==> src/rtl/demux_1_8_tdm.sv <==
// demux_1_8_tdm: receive side of an 8:1 TDM lane; hunts for frame_start, then spreads samples over o0..o7.
// Optional macro DEMUX_DBUF_EN: capture into an 8-entry buffer and present whole frames at once.
module demux_1_8_tdm #(
   parameter int W = 1
) (
   input  logic         clk,
   input  logic         rst_n,
   input  logic [W-1:0] in1,
   input  logic         frame_start,
   input  logic         en,
   output logic         S2,
   output logic         S1,
   output logic         S0,
   output logic [W-1:0] o0,
   output logic [W-1:0] o1,
   output logic [W-1:0] o2,
   output logic [W-1:0] o3,
   output logic [W-1:0] o4,
   output logic [W-1:0] o5,
   output logic [W-1:0] o6,
   output logic [W-1:0] o7,
   output logic         frame_valid,
   output logic         sync_err,
   output logic         locked
);

   typedef enum logic {
      HUNT  = 1'b0,
      TRACK = 1'b1
   } state_t;

   state_t       state_q;
   logic [2:0]   slot_q;
   logic         frame_valid_q;
   logic         sync_err_q;
   logic         locked_q;
   logic [W-1:0] lane_q [8];
   logic [W-1:0] lane_d [8];

   logic         wr_en_s;
   logic [2:0]   wr_slot_s;
   logic         mis_s;
   logic         done_s;

   // Accept decode: which slot (if any) the current sample lands in.
   always_comb begin
      wr_en_s   = 1'b0;
      wr_slot_s = slot_q;
      mis_s     = 1'b0;
      done_s    = 1'b0;
      if (en) begin
         case (state_q)
            HUNT: begin
               wr_en_s   = frame_start;
               wr_slot_s = 3'd0;
            end
            TRACK: begin
               wr_en_s = 1'b1;
               if (frame_start) begin
                  wr_slot_s = 3'd0;
                  mis_s     = (slot_q != 3'd0);
               end else begin
                  wr_slot_s = slot_q;
               end
            end
            default: begin
               wr_en_s   = 1'b0;
               wr_slot_s = 3'd0;
            end
         endcase
         // A marker forces slot 0, so a slot-7 write can never coincide with a resync.
         done_s = wr_en_s && (wr_slot_s == 3'd7);
      end else begin
         wr_en_s = 1'b0;
         done_s  = 1'b0;
      end
   end

   // Lock/slot state machine with registered strobes.
   always_ff @(posedge clk or negedge rst_n) begin
      if (!rst_n) begin
         state_q       <= HUNT;
         slot_q        <= 3'd0;
         frame_valid_q <= 1'b0;
         sync_err_q    <= 1'b0;
         locked_q      <= 1'b0;
      end else begin
         frame_valid_q <= 1'b0;
         sync_err_q    <= 1'b0;
         if (wr_en_s) begin
            state_q       <= TRACK;
            locked_q      <= 1'b1;
            slot_q        <= wr_slot_s + 3'd1;
            sync_err_q    <= mis_s;
            frame_valid_q <= done_s;
         end
      end
   end

`ifdef DEMUX_DBUF_EN
   logic [W-1:0] cap_q [8];
   logic [W-1:0] cap_d [8];

   // Capture buffer fills slot by slot; lanes copy it (including the slot-7 sample) on completion.
   always_comb begin
      for (int k = 0; k < 8; k++) begin
         cap_d[k]  = (wr_en_s && (wr_slot_s == 3'(k))) ? in1 : cap_q[k];
         lane_d[k] = done_s ? cap_d[k] : lane_q[k];
      end
   end

   // Capture buffer storage.
   always_ff @(posedge clk or negedge rst_n) begin
      if (!rst_n) begin
         for (int k = 0; k < 8; k++) begin
            cap_q[k] <= '0;
         end
      end else begin
         for (int k = 0; k < 8; k++) begin
            cap_q[k] <= cap_d[k];
         end
      end
   end
`else
   // Lanes update directly as their slot is written.
   always_comb begin
      for (int k = 0; k < 8; k++) begin
         lane_d[k] = (wr_en_s && (wr_slot_s == 3'(k))) ? in1 : lane_q[k];
      end
   end
`endif

   // Lane output registers.
   always_ff @(posedge clk or negedge rst_n) begin
      if (!rst_n) begin
         for (int k = 0; k < 8; k++) begin
            lane_q[k] <= '0;
         end
      end else begin
         for (int k = 0; k < 8; k++) begin
            lane_q[k] <= lane_d[k];
         end
      end
   end

   assign S2          = slot_q[2];
   assign S1          = slot_q[1];
   assign S0          = slot_q[0];
   assign o0          = lane_q[0];
   assign o1          = lane_q[1];
   assign o2          = lane_q[2];
   assign o3          = lane_q[3];
   assign o4          = lane_q[4];
   assign o5          = lane_q[5];
   assign o6          = lane_q[6];
   assign o7          = lane_q[7];
   assign frame_valid = frame_valid_q;
   assign sync_err    = sync_err_q;
   assign locked      = locked_q;

endmodule

==> config.mk <==
export PLATFORM = sky130hd
export DESIGN_NAME = demux_1_8_tdm
export DESIGN_NICKNAME = d
export VERILOG_FILES = /design/src/rtl/demux_1_8_tdm.sv
export SDC_FILE = /design/constraint.sdc
export NUM_CORES = 1
export LEC_CHECK = 0
export ABC_AREA = 1
export BUFFER_PORTS_ARGS = -buffer_cell sky130_fd_sc_hd__buf_4
export CELL_PAD_IN_SITES_DETAIL_PLACEMENT = 0
export CELL_PAD_IN_SITES_GLOBAL_PLACEMENT = 1
export CORE_MARGIN = 5
export CORE_UTILIZATION = 36
export DETAILED_ROUTE_END_ITERATION = 10
export HOLD_SLACK_MARGIN = 0.08
export PLACE_DENSITY_LB_ADDON = 0.25
export SLEW_MARGIN = 20
export SYNTH_ARGS = -nofsm -noshare
export SYNTH_HDL_FRONTEND = slang
export SYNTH_SLANG_ARGS = --single-unit
==> constraint.sdc <==
create_clock -name clk -period 1.7 [get_ports clk]
set_input_delay 0.255 -clock clk [delete_from_list [all_inputs] [get_ports clk]]
set_output_delay 0.255 -clock clk [all_outputs]
set_load 0.01 [all_outputs]
After elaboration in Yosys (flattened, before gate mapping)
Index checks and enable logic that the tools add are counted.
- bits in registers: 14
- input port bits: 5
- output and inout port bits: 14
- word-level logic and storage cells: 46
- add/sub/neg operators: 1
- eq/ne operators: 8
- muxes and demuxes: 13
- bitwise operators: 1
- reduce and logical (&&, ||, !) cells: 11
- operator list (cell ; number):
    == test 3 bit, second input constant ; 5
    logical AND 1 bit ; 9
    two-way mux 3 bit ; 3
    two-way mux 1 bit ; 8
    == test 3 x 2 -> 1 bit, second input constant ; 2
    one-hot mux 3 bit (2 select lines) ; 1
    adder 3 x 1 -> 3 bit, second input constant ; 1
    == test 3 x 1 -> 1 bit, second input constant ; 1
    logical NOT 3 bit ; 1
    nonzero test 3 bit ; 1
    one-hot mux 1 bit (2 select lines) ; 1
    NOT 1 bit ; 1

Longest topological paths before layout
Gate-level depths: netlist of run 1.
- word-level depth: 7
- gate-level depth with buffers: 11
- mapped depth without buffers: 11

Worst setup path after synthesis of run 1
Ideal clock, no wire load.
- path type: flip-flop to flip-flop
- start point: register locked (netlist name)
- end point: register slot_q[2]
- setup time: 0.126 ns
- data arrival time: 1.350 ns
- required time: 1.574 ns
- path slack: 0.224 ns
- stages on the path, launching flop included: 9
- path buffers: 0
- period minus slack after synthesis: 1.476 ns
- path through: dfrtp_1 nand2_1 nand2_1 nand2_1 inv_1 ha_1 ha_1 nand2_1 o21ai_0
- RTL lines (what ; line ; RTL):
    to (signal assigned) ; 93 ; slot_q <= wr_slot_s + 3'd1;
    to (decl) ; 33 ; logic [2:0] slot_q;

==> metrics, run 1 <==
startpoint-to-endpoint class of the critical path=flop to flop; max frequency=0.654 GHz; number of DRC violations after detailed-routing iteration 0=8; worst clock skew=0.000763 ns; number of clock sinks seen by CTS=14; routed vias=595; area of the die=2980 um^2; largest vdd supply drop=0.594 mV; Worst Max-Slew Pin Slew=0.226 ns; static leakage=0.510 nW; final global-route overflow total=0; pin count of the biggest net entering global routing=15; Distinct cells, synth=14; data arrival at the endpoint of the critical path=1.69 ns; placement-stage cell area=892 um^2; cells taking the most area after synthesis=sky130_fd_sc_hd__dfrtp_1, sky130_fd_sc_hd__nand2_1, sky130_fd_sc_hd__ha_1, sky130_fd_sc_hd__nand3_1, sky130_fd_sc_hd__inv_1; outcome=finished clean; 1st-pass router iterations=4; critical path endpoint category=flop; Post-Syn Area=716 um^2; GR Util All Layers=11.7%; final clock period utilization by the worst path=90.0%; post-cts sizing count=0; clock buffer depth=2; wire length after detailed routing=1390 um; synthesized area divided by synthesized cell count=8.52 um^2; TritonCTS clock tree=done; Antenna Diode Count=0; core area=1920 um^2; fraction of the yosys area taken by sequential cells=49.0%; number of antenna violations at the first check in global routing=0; wire length of the first global-routing pass=2510 um; # placed instances=130; hold bufs inserted after CTS=1; remaining routing DRC violations=0; Ys Warns=0; number of top-level pins=19; average via count per standard cell=4.44; Buffers on Ports=18; via count of the first global-routing pass=609; final number of max-transition violations=0; routed length per instance=10.3 um; relative max-transition margin=84.9%; TritonCTS Buffers=3; setup repair bufs after CTS=0; standard-cell rows=16; Fin. Hold Viols=0; RSZ-0062 raised after global routing=no; post-synthesis net count=95; final critical-path required period=1.53 ns; die outline width=54.6 um; number of nets still failing antenna checks after routing=0; synthesized flop and latch total=14; synthesis-to-finish area growth=29.2%; insertion delay to the later sink of the worst-skew pair=0.27 ns; starting density of the core=37.2%; maximum fanout count along the critical path=4; post-layout util=48.1%; synthesized netlist cell count=84; number of inserted filler cells in the final layout=204; post-synth top area share=49.0%; post-detailed-placement half-perimeter wirelength=1050 um; routability cong.=0.720; number of H-tree levels=1; Hold WC Path Type=input port to flop; Max Cap Violations=0; cell taking the most area after synthesis=sky130_fd_sc_hd__dfrtp_1; final instance area=925 um^2; clock transition time at the flip-flop clock pins of the worst setup and hold paths=0.08 ns; number of cells in the finished layout apart from fillers=134; required time reported for the critical path endpoint=1.86 ns; Pwr Density=1400 nW/um^2; placement-stage worst setup slack=0.168 ns; Final Worst Setup Slack=0.170 ns; share of post-route cells with drive strength above 1=27.1%; clock root cell=sky130_fd_sc_hd__clkbuf_4; Die Y-Extent=54.6 um; final number of setup-violating endpoints=0; CP startpoint kind=flop; aggregate negative setup slack=0 ns; # nets final=120
kinds of logic after synthesis:
logic type,synth area share [%]
adder cells (fa/ha/maj),10.5
AO/OA/AOI/OAI,6.64
AND/OR/NAND/NOR,27.1
buffers and inverters,6.82
flip-flops,49.0
path summary, 6_finish.rpt:
check	endpoint	from	slack [ns]	cells past startpoint
min in group asynchronous	o3	rst_n	0.38	2
worst max register to register	slot_q[2]	locked	0.17	8
worst min-delay path	locked	frame_start	0.25	3
worst max-delay path	slot_q[2]	locked	0.17	8
max in group asynchronous	o4	rst_n	1.15	2
worst min register to register	o0	o0	0.48	2
synth_stat cells:
cell type	count
sky130_fd_sc_hd__nand2_2	5
sky130_fd_sc_hd__nor3_1	2
sky130_fd_sc_hd__o21ai_0	4
sky130_fd_sc_hd__dfrtp_1	14
sky130_fd_sc_hd__nand2_4	1
sky130_fd_sc_hd__nand2_1	26
sky130_fd_sc_hd__ha_1	6
sky130_fd_sc_hd__clkinv_1	2
sky130_fd_sc_hd__a21oi_1	1
sky130_fd_sc_hd__inv_2	1
sky130_fd_sc_hd__inv_1	10
sky130_fd_sc_hd__o21bai_1	3
sky130_fd_sc_hd__nand3_1	8
sky130_fd_sc_hd__nor2_1	1
flip-flops by register name, summed over array words and instances (netlist names):
| signal | count |
|---|---|
| frame_valid | 1 |
| o1 | 1 |
| o2 | 1 |
| o4 | 1 |
| locked | 1 |
| o6 | 1 |
| o0 | 1 |
| sync_err | 1 |
| o5 | 1 |
| o7 | 1 |
| slot_q | 3 |
| o3 | 1 |
layer usage:
metal | wire (um) | track usage [%] | vias up | share of wire (%)
met2 | 660 | 18.5 | 11 | 48
met3 | 55 | 2.45 | 2 | 4.0
met4 | 7 | 6.22 | 0 | 0.51
met5 | 0 | 0 | - | 0
met1 | 662 | 14.8 | 270 | 48
li1 | - | - | 312 | -
critical path, stage by stage, from the launching register on:
cell,delay [ns]
sky130_fd_sc_hd__dfrtp_1,0.41
sky130_fd_sc_hd__nand2_1,0.09
sky130_fd_sc_hd__nand2_1,0.10
sky130_fd_sc_hd__nand2_1,0.13
sky130_fd_sc_hd__inv_1,0.07
sky130_fd_sc_hd__ha_1,0.22
sky130_fd_sc_hd__ha_1,0.27
sky130_fd_sc_hd__nand2_1,0.06
sky130_fd_sc_hd__o21ai_0,0.07
through the flow:
step	hold WS, ns	total power [W]
finish	0.248	0.00129
global placement	0.117	0.00112
global route	0.248	0.00142
detailed placement	0.119	0.00113
CTS	0.240	0.00132
floorplan	-0.0406	0.000845
cell usage in the layout (no fill, tap or decap), drive strengths merged, types with 2 or more instances in the layout:
cell type / instances
nand2: 32
nand3: 8
inv: 11
buf: 19
nor3: 2
clkinv: 2
dfrtp: 14
o21ai: 4
o21bai: 3
ha: 6
clkbuf: 3
where the power goes:
group	switching, W	internal (W)	total [W]
registers	0.0000830	0.000455	0.000538
clock network	0.000103	0.0000820	0.000185
logic	0.000290	0.000280	0.000570
layout make-up:
cell class | count | area, um^2 | area share (%)
flip-flops and latches | 14 | 350 | 37.9
repair buffers | 20 | 153 | 16.5
clock buffers | 3 | 22.5 | 2.44
multi-input cells | 57 | 317 | 34.2
well taps | 27 | 33.8 | 3.65
inverters | 13 | 48.8 | 5.28
Note: power is estimated with default switching activity, not from simulation.
==> run 2: changes to the inputs <==
--- a/config.mk
+++ b/config.mk
@@ -14,6 +14,7 @@
 export DETAILED_ROUTE_END_ITERATION = 10
 export HOLD_SLACK_MARGIN = 0.08
 export PLACE_DENSITY_LB_ADDON = 0.25
+export RECOVER_POWER = 25
 export SLEW_MARGIN = 20
 export SYNTH_ARGS = -nofsm -noshare
 export SYNTH_HDL_FRONTEND = slang
==> run 2 against run 1 <==
Net effect:
- largest power group unchanged
- final area decreased by 0.41%
- global-route usage unchanged
- clock skew unchanged
- core utilization decreased by 0.20 points
- critical path depth unchanged
- register-to-register slack about the same
- via count unchanged
- non-clock buffer count unchanged
- wire length about the same
- sequential share of layout area increased by 0.15 points
- die area unchanged
==> metrics, run 2 (synthesis results as in run 1) <==
outcome=finished clean; cell-by-cell trace of the critical path=nand2_1, nand2_1, nand2_1, inv_1, ha_1, ha_1, nand2_1, o21ai_0; slowest stage delay, CP=0.41 ns; final clock period utilization by the worst path=90.0%; via count of the first global-routing pass=609; # placed instances=130; post-detailed-placement half-perimeter wirelength=1050 um; area of the die=2980 um^2; Die Y-Extent=54.6 um; number of clock sinks seen by CTS=14; RSZ-0062 raised after global routing=no; Largest delay share family, worst path=adder cells; wire length after detailed routing=1380 um; number of antenna violations at the first check in global routing=0; Buffers on Ports=18; remaining routing DRC violations=0; average via count per standard cell=4.44; TritonCTS clock tree=done; number of nets still failing antenna checks after routing=0; final critical-path required period=1.53 ns; final global-route overflow total=0; number of inserted filler cells in the final layout=204; number of DRC violations after detailed-routing iteration 0=8; CP most frequent cell=sky130_fd_sc_hd__nand2_1; share of post-route cells with drive strength above 1=26.2%; setup repair bufs after CTS=0; Worst Max-Slew Pin Slew=0.758 ns; synthesis-to-finish area growth=28.7%; Crit path buffers/inverters=1; GR Util All Layers=11.7%; insertion delay to the later sink of the worst-skew pair=0.27 ns; largest vdd supply drop=0.594 mV; clock buffer depth=2; data arrival at the endpoint of the critical path=1.69 ns; overall power of the completed layout=0.00129 W; wire length of the first global-routing pass=2510 um; number of cells in the finished layout apart from fillers=134; max FFs per register=3; final number of setup-violating endpoints=0; routed length per instance=10.3 um; critical path endpoint category=flop; 1st-pass router iterations=4; worst clock skew=0.000763 ns; Antenna Diode Count=0; number of top-level pins=19; aggregate negative setup slack=0 ns; Pwr Density=1400 nW/um^2; final number of max-transition violations=0; # nets final=120; Fin. Hold Viols=0; most used cells in the layout excluding fill and tap cells=sky130_fd_sc_hd__nand2_1, sky130_fd_sc_hd__buf_4, sky130_fd_sc_hd__dfrtp_1; Hold WC Path Type=input port to flop; core area=1920 um^2; routability cong.=0.720; pin count of the biggest net entering global routing=15; register with the highest flop count=slot_q; CP startpoint kind=flop; startpoint-to-endpoint class of the critical path=flop to flop; required time reported for the critical path endpoint=1.86 ns; clock transition time at the flip-flop clock pins of the worst setup and hold paths=0.08 ns; number of H-tree levels=1; static leakage=0.506 nW; Max Cap Violations=0; max frequency=0.654 GHz; routed vias=595; most common cell after layout, fill and taps aside=sky130_fd_sc_hd__nand2_1; TritonCTS Buffers=3; starting density of the core=37.2%; post-layout util=47.9%; standard-cell rows=16; relative max-transition margin=49.5%; slowest cell on the critical path=sky130_fd_sc_hd__dfrtp_1; clock root cell=sky130_fd_sc_hd__clkbuf_4; maximum fanout count along the critical path=4; die outline width=54.6 um
## run 2: area by class of cell
class                   count  area (um^2)  share of cell area [%]
well taps                  27         33.8                    3.67
clock buffers               3         22.5                    2.45
repair buffers             20          149                    16.2
multi-input cells          57          317                    34.4
inverters                  13         48.8                    5.30
flip-flops and latches     14          350                    38.0
## run 2: power breakdown
group | switching, W | total (W) | internal (W) | leakage (nW)
sequential | 0.0000830 | 0.000538 | 0.000455 | 0.170
combinational | 0.000290 | 0.000569 | 0.000279 | 0.322
clock | 0.000103 | 0.000185 | 0.0000820 | 0.0138
total | 0.000476 | 0.00129 | 0.000816 | 0.506
## run 2: worst min-delay path, delay by kind of cell
family / cells / cell delay [ns]
AND/OR/NAND/NOR: 2 / 0.15
buffers and inverters: 1 / 0.09
## run 2: timing repair
item                                   4_1_cts  5_1_grt
hold buffers                                 1        0
resized for setup                            0        0
endpoints found under the hold margin       14        0
## run 2: final timing paths
path | endpoint | slack, ns | from | depth (start not counted)
min in group asynchronous | o3 | 0.57 | rst_n | 2
max in group asynchronous | o4 | 0.66 | rst_n | 2
max | slot_q[2] | 0.17 | locked | 8
max reg2reg | slot_q[2] | 0.17 | locked | 8
min reg2reg | o0 | 0.48 | o0 | 2
min | locked | 0.25 | frame_start | 3
## run 2: stage by stage
step	instance area (um^2)	hold WS, ns	setup WS, ns
detailed placement	892	0.119	0.168
global route	921	0.248	0.0492
global placement	892	0.117	0.224
CTS	925	0.240	0.157
finish	921	0.248	0.170
floorplan	716	-0.0406	0.224
## run 2: routing by layer
metal / global-route usage (%) / wire length, um
met1: 14.8 / 661
met2: 18.5 / 660
met3: 2.45 / 55
met4: 6.22 / 7
met5: 0 / 0
==> run 3: changes to the inputs <==
--- a/config.mk
+++ b/config.mk
@@ -13,7 +13,8 @@
 export CORE_UTILIZATION = 36
 export DETAILED_ROUTE_END_ITERATION = 10
 export HOLD_SLACK_MARGIN = 0.08
-export PLACE_DENSITY_LB_ADDON = 0.25
+export MAX_ROUTING_LAYER = met4
+export PLACE_DENSITY = 0.73
 export RECOVER_POWER = 25
 export SLEW_MARGIN = 20
 export SYNTH_ARGS = -nofsm -noshare
==> run 3 against run 2 <==
Net effect:
- first-iteration DRC count down 38%
- setup slack worse by 0.0060 ns
- maximum frequency down 0.39%
- via count down 3.5%
- clock power up 31%
- critical path type unchanged
==> metrics, run 3 (synthesis results as in run 1) <==
max FFs per register=3; # nets final=120; maximum fanout count along the critical path=4; startpoint-to-endpoint class of the critical path=flop to flop; remaining routing DRC violations=0; required time reported for the critical path endpoint=1.87 ns; Die Y-Extent=54.6 um; number of top-level pins=19; via count of the first global-routing pass=587; setup repair bufs after CTS=0; data arrival at the endpoint of the critical path=1.71 ns; area used by multi-input combinational logic=317 um^2; routed length per instance=10.2 um; final number of max-transition violations=0; number of nets still failing antenna checks after routing=0; post-detailed-placement half-perimeter wirelength=1060 um; number of clock sinks seen by CTS=14; Pwr Density=1450 nW/um^2; number of H-tree levels=1; Buffers on Ports=18; TritonCTS Buffers=3; placement-stage cell area=892 um^2; most used cells in the layout excluding fill and tap cells=sky130_fd_sc_hd__nand2_1, sky130_fd_sc_hd__buf_4, sky130_fd_sc_hd__dfrtp_1; final instance area=935 um^2; routed vias=574; final number of setup-violating endpoints=0; average via count per standard cell=4.25; die outline width=54.6 um; standard-cell rows=16; core area=1920 um^2; insertion delay to the later sink of the worst-skew pair=0.28 ns; number of DRC violations after detailed-routing iteration 0=5; CP startpoint kind=flop; routability cong.=0.823; synthesis-to-finish area growth=30.6%; largest vdd supply drop=0.623 mV; GR Util All Layers=12.2%; relative max-transition margin=50.7%; critical path endpoint category=flop; number of inserted filler cells in the final layout=205; number of cells in the finished layout apart from fillers=135; wire length after detailed routing=1380 um; share of post-route cells with drive strength above 1=26.9%; final clock period utilization by the worst path=90.3%; Max Cap Violations=0; Antenna Diode Count=0; clock root cell=sky130_fd_sc_hd__clkbuf_4; Worst Max-Slew Pin Slew=0.739 ns; Hold WC Path Type=input port to flop; TritonCTS clock tree=done; Fin. Hold Viols=0; number of antenna violations at the first check in global routing=0; # placed instances=130; worst clock skew=0.000820 ns; register with the highest flop count=slot_q; outcome=finished clean; final global-route overflow total=0; 1st-pass router iterations=2; area of the die=2980 um^2; most common cell after layout, fill and taps aside=sky130_fd_sc_hd__nand2_1; clock buffer depth=2; final critical-path required period=1.54 ns; starting density of the core=37.2%; RSZ-0062 raised after global routing=no; pin count of the biggest net entering global routing=15; wire length of the first global-routing pass=2450 um; max frequency=0.651 GHz; Sequential cell area=350 um^2; aggregate negative setup slack=0 ns; static leakage=0.513 nW; clock transition time at the flip-flop clock pins of the worst setup and hold paths=0.09 ns
## run 3: changes by cell type in the layout (fill, tap and decap cells not counted)
cell | previous run | this run
sky130_fd_sc_hd__clkbuf_8 | 0 | 1
## run 3: worst paths after layout
check / start / endpoint / slack, ns / cells after the start
hold / removal: frame_start / locked / 0.25 / 3
setup reg to reg: locked / slot_q[2] / 0.16 / 8
min in group asynchronous: rst_n / sync_err / 0.54 / 2
hold reg to reg: o2 / o2 / 0.48 / 2
setup / recovery: locked / slot_q[2] / 0.16 / 8
max in group asynchronous: rst_n / locked / 0.70 / 2
## run 3: metal layers
| layer | vias to the layer above | track usage, % | wire length [um] | share of wire (%) |
|---|---|---|---|---|
| li1 | 309 | - | - | - |
| met1 | 248 | 16.6 | 698 | 51 |
| met2 | 13 | 15.9 | 570 | 41 |
| met3 | 4 | 2.45 | 69 | 5.0 |
| met4 | 0 | 8.71 | 38 | 2.8 |
| met5 | - | - | 0 | 0 |
## run 3: area by class of cell
cell class	count	area share [%]
clock buffer	4	3.88
inverter	13	5.22
multi-input combinational	57	33.9
sequential	14	37.5
tap	27	3.61
timing repair buffer	20	15.9
## run 3: power breakdown
part / internal, W / total (W) / switching [W]
Clock: 0.000130 / 0.000243 / 0.000113
Sequential: 0.000455 / 0.000541 / 0.0000856
Combinational: 0.000280 / 0.000571 / 0.000291
Total: 0.000866 / 0.00135 / 0.000489
## run 3: stage by stage
stage | utilization, % | hold slack, ns | setup slack, ns | power, W
2_1_floorplan | - | -0.0406 | 0.224 | 0.000845
3_3_place_gp | 46.4 | 0.115 | 0.220 | 0.00113
3_5_place_dp | 46.4 | 0.116 | 0.155 | 0.00113
4_1_cts | 48.8 | 0.238 | 0.152 | 0.00138
5_1_grt | 48.6 | 0.255 | 0.0341 | 0.00149
6_report | 48.6 | 0.253 | 0.164 | 0.00135
## run 3: worst max-delay path: stages (launching register included)
cell                      delay (ns)
sky130_fd_sc_hd__dfrtp_1        0.41
sky130_fd_sc_hd__nand2_1        0.09
sky130_fd_sc_hd__nand2_1        0.10
sky130_fd_sc_hd__nand2_1        0.12
sky130_fd_sc_hd__inv_1          0.07
sky130_fd_sc_hd__ha_1           0.22
sky130_fd_sc_hd__ha_1           0.27
sky130_fd_sc_hd__nand2_1        0.07
sky130_fd_sc_hd__o21ai_0        0.07
## run 3: what timing repair did
action | in CTS | in global routing
gates resized for setup | 0 | 0
hold endpoints to repair | 14 | 0
hold buffers | 1 | 0
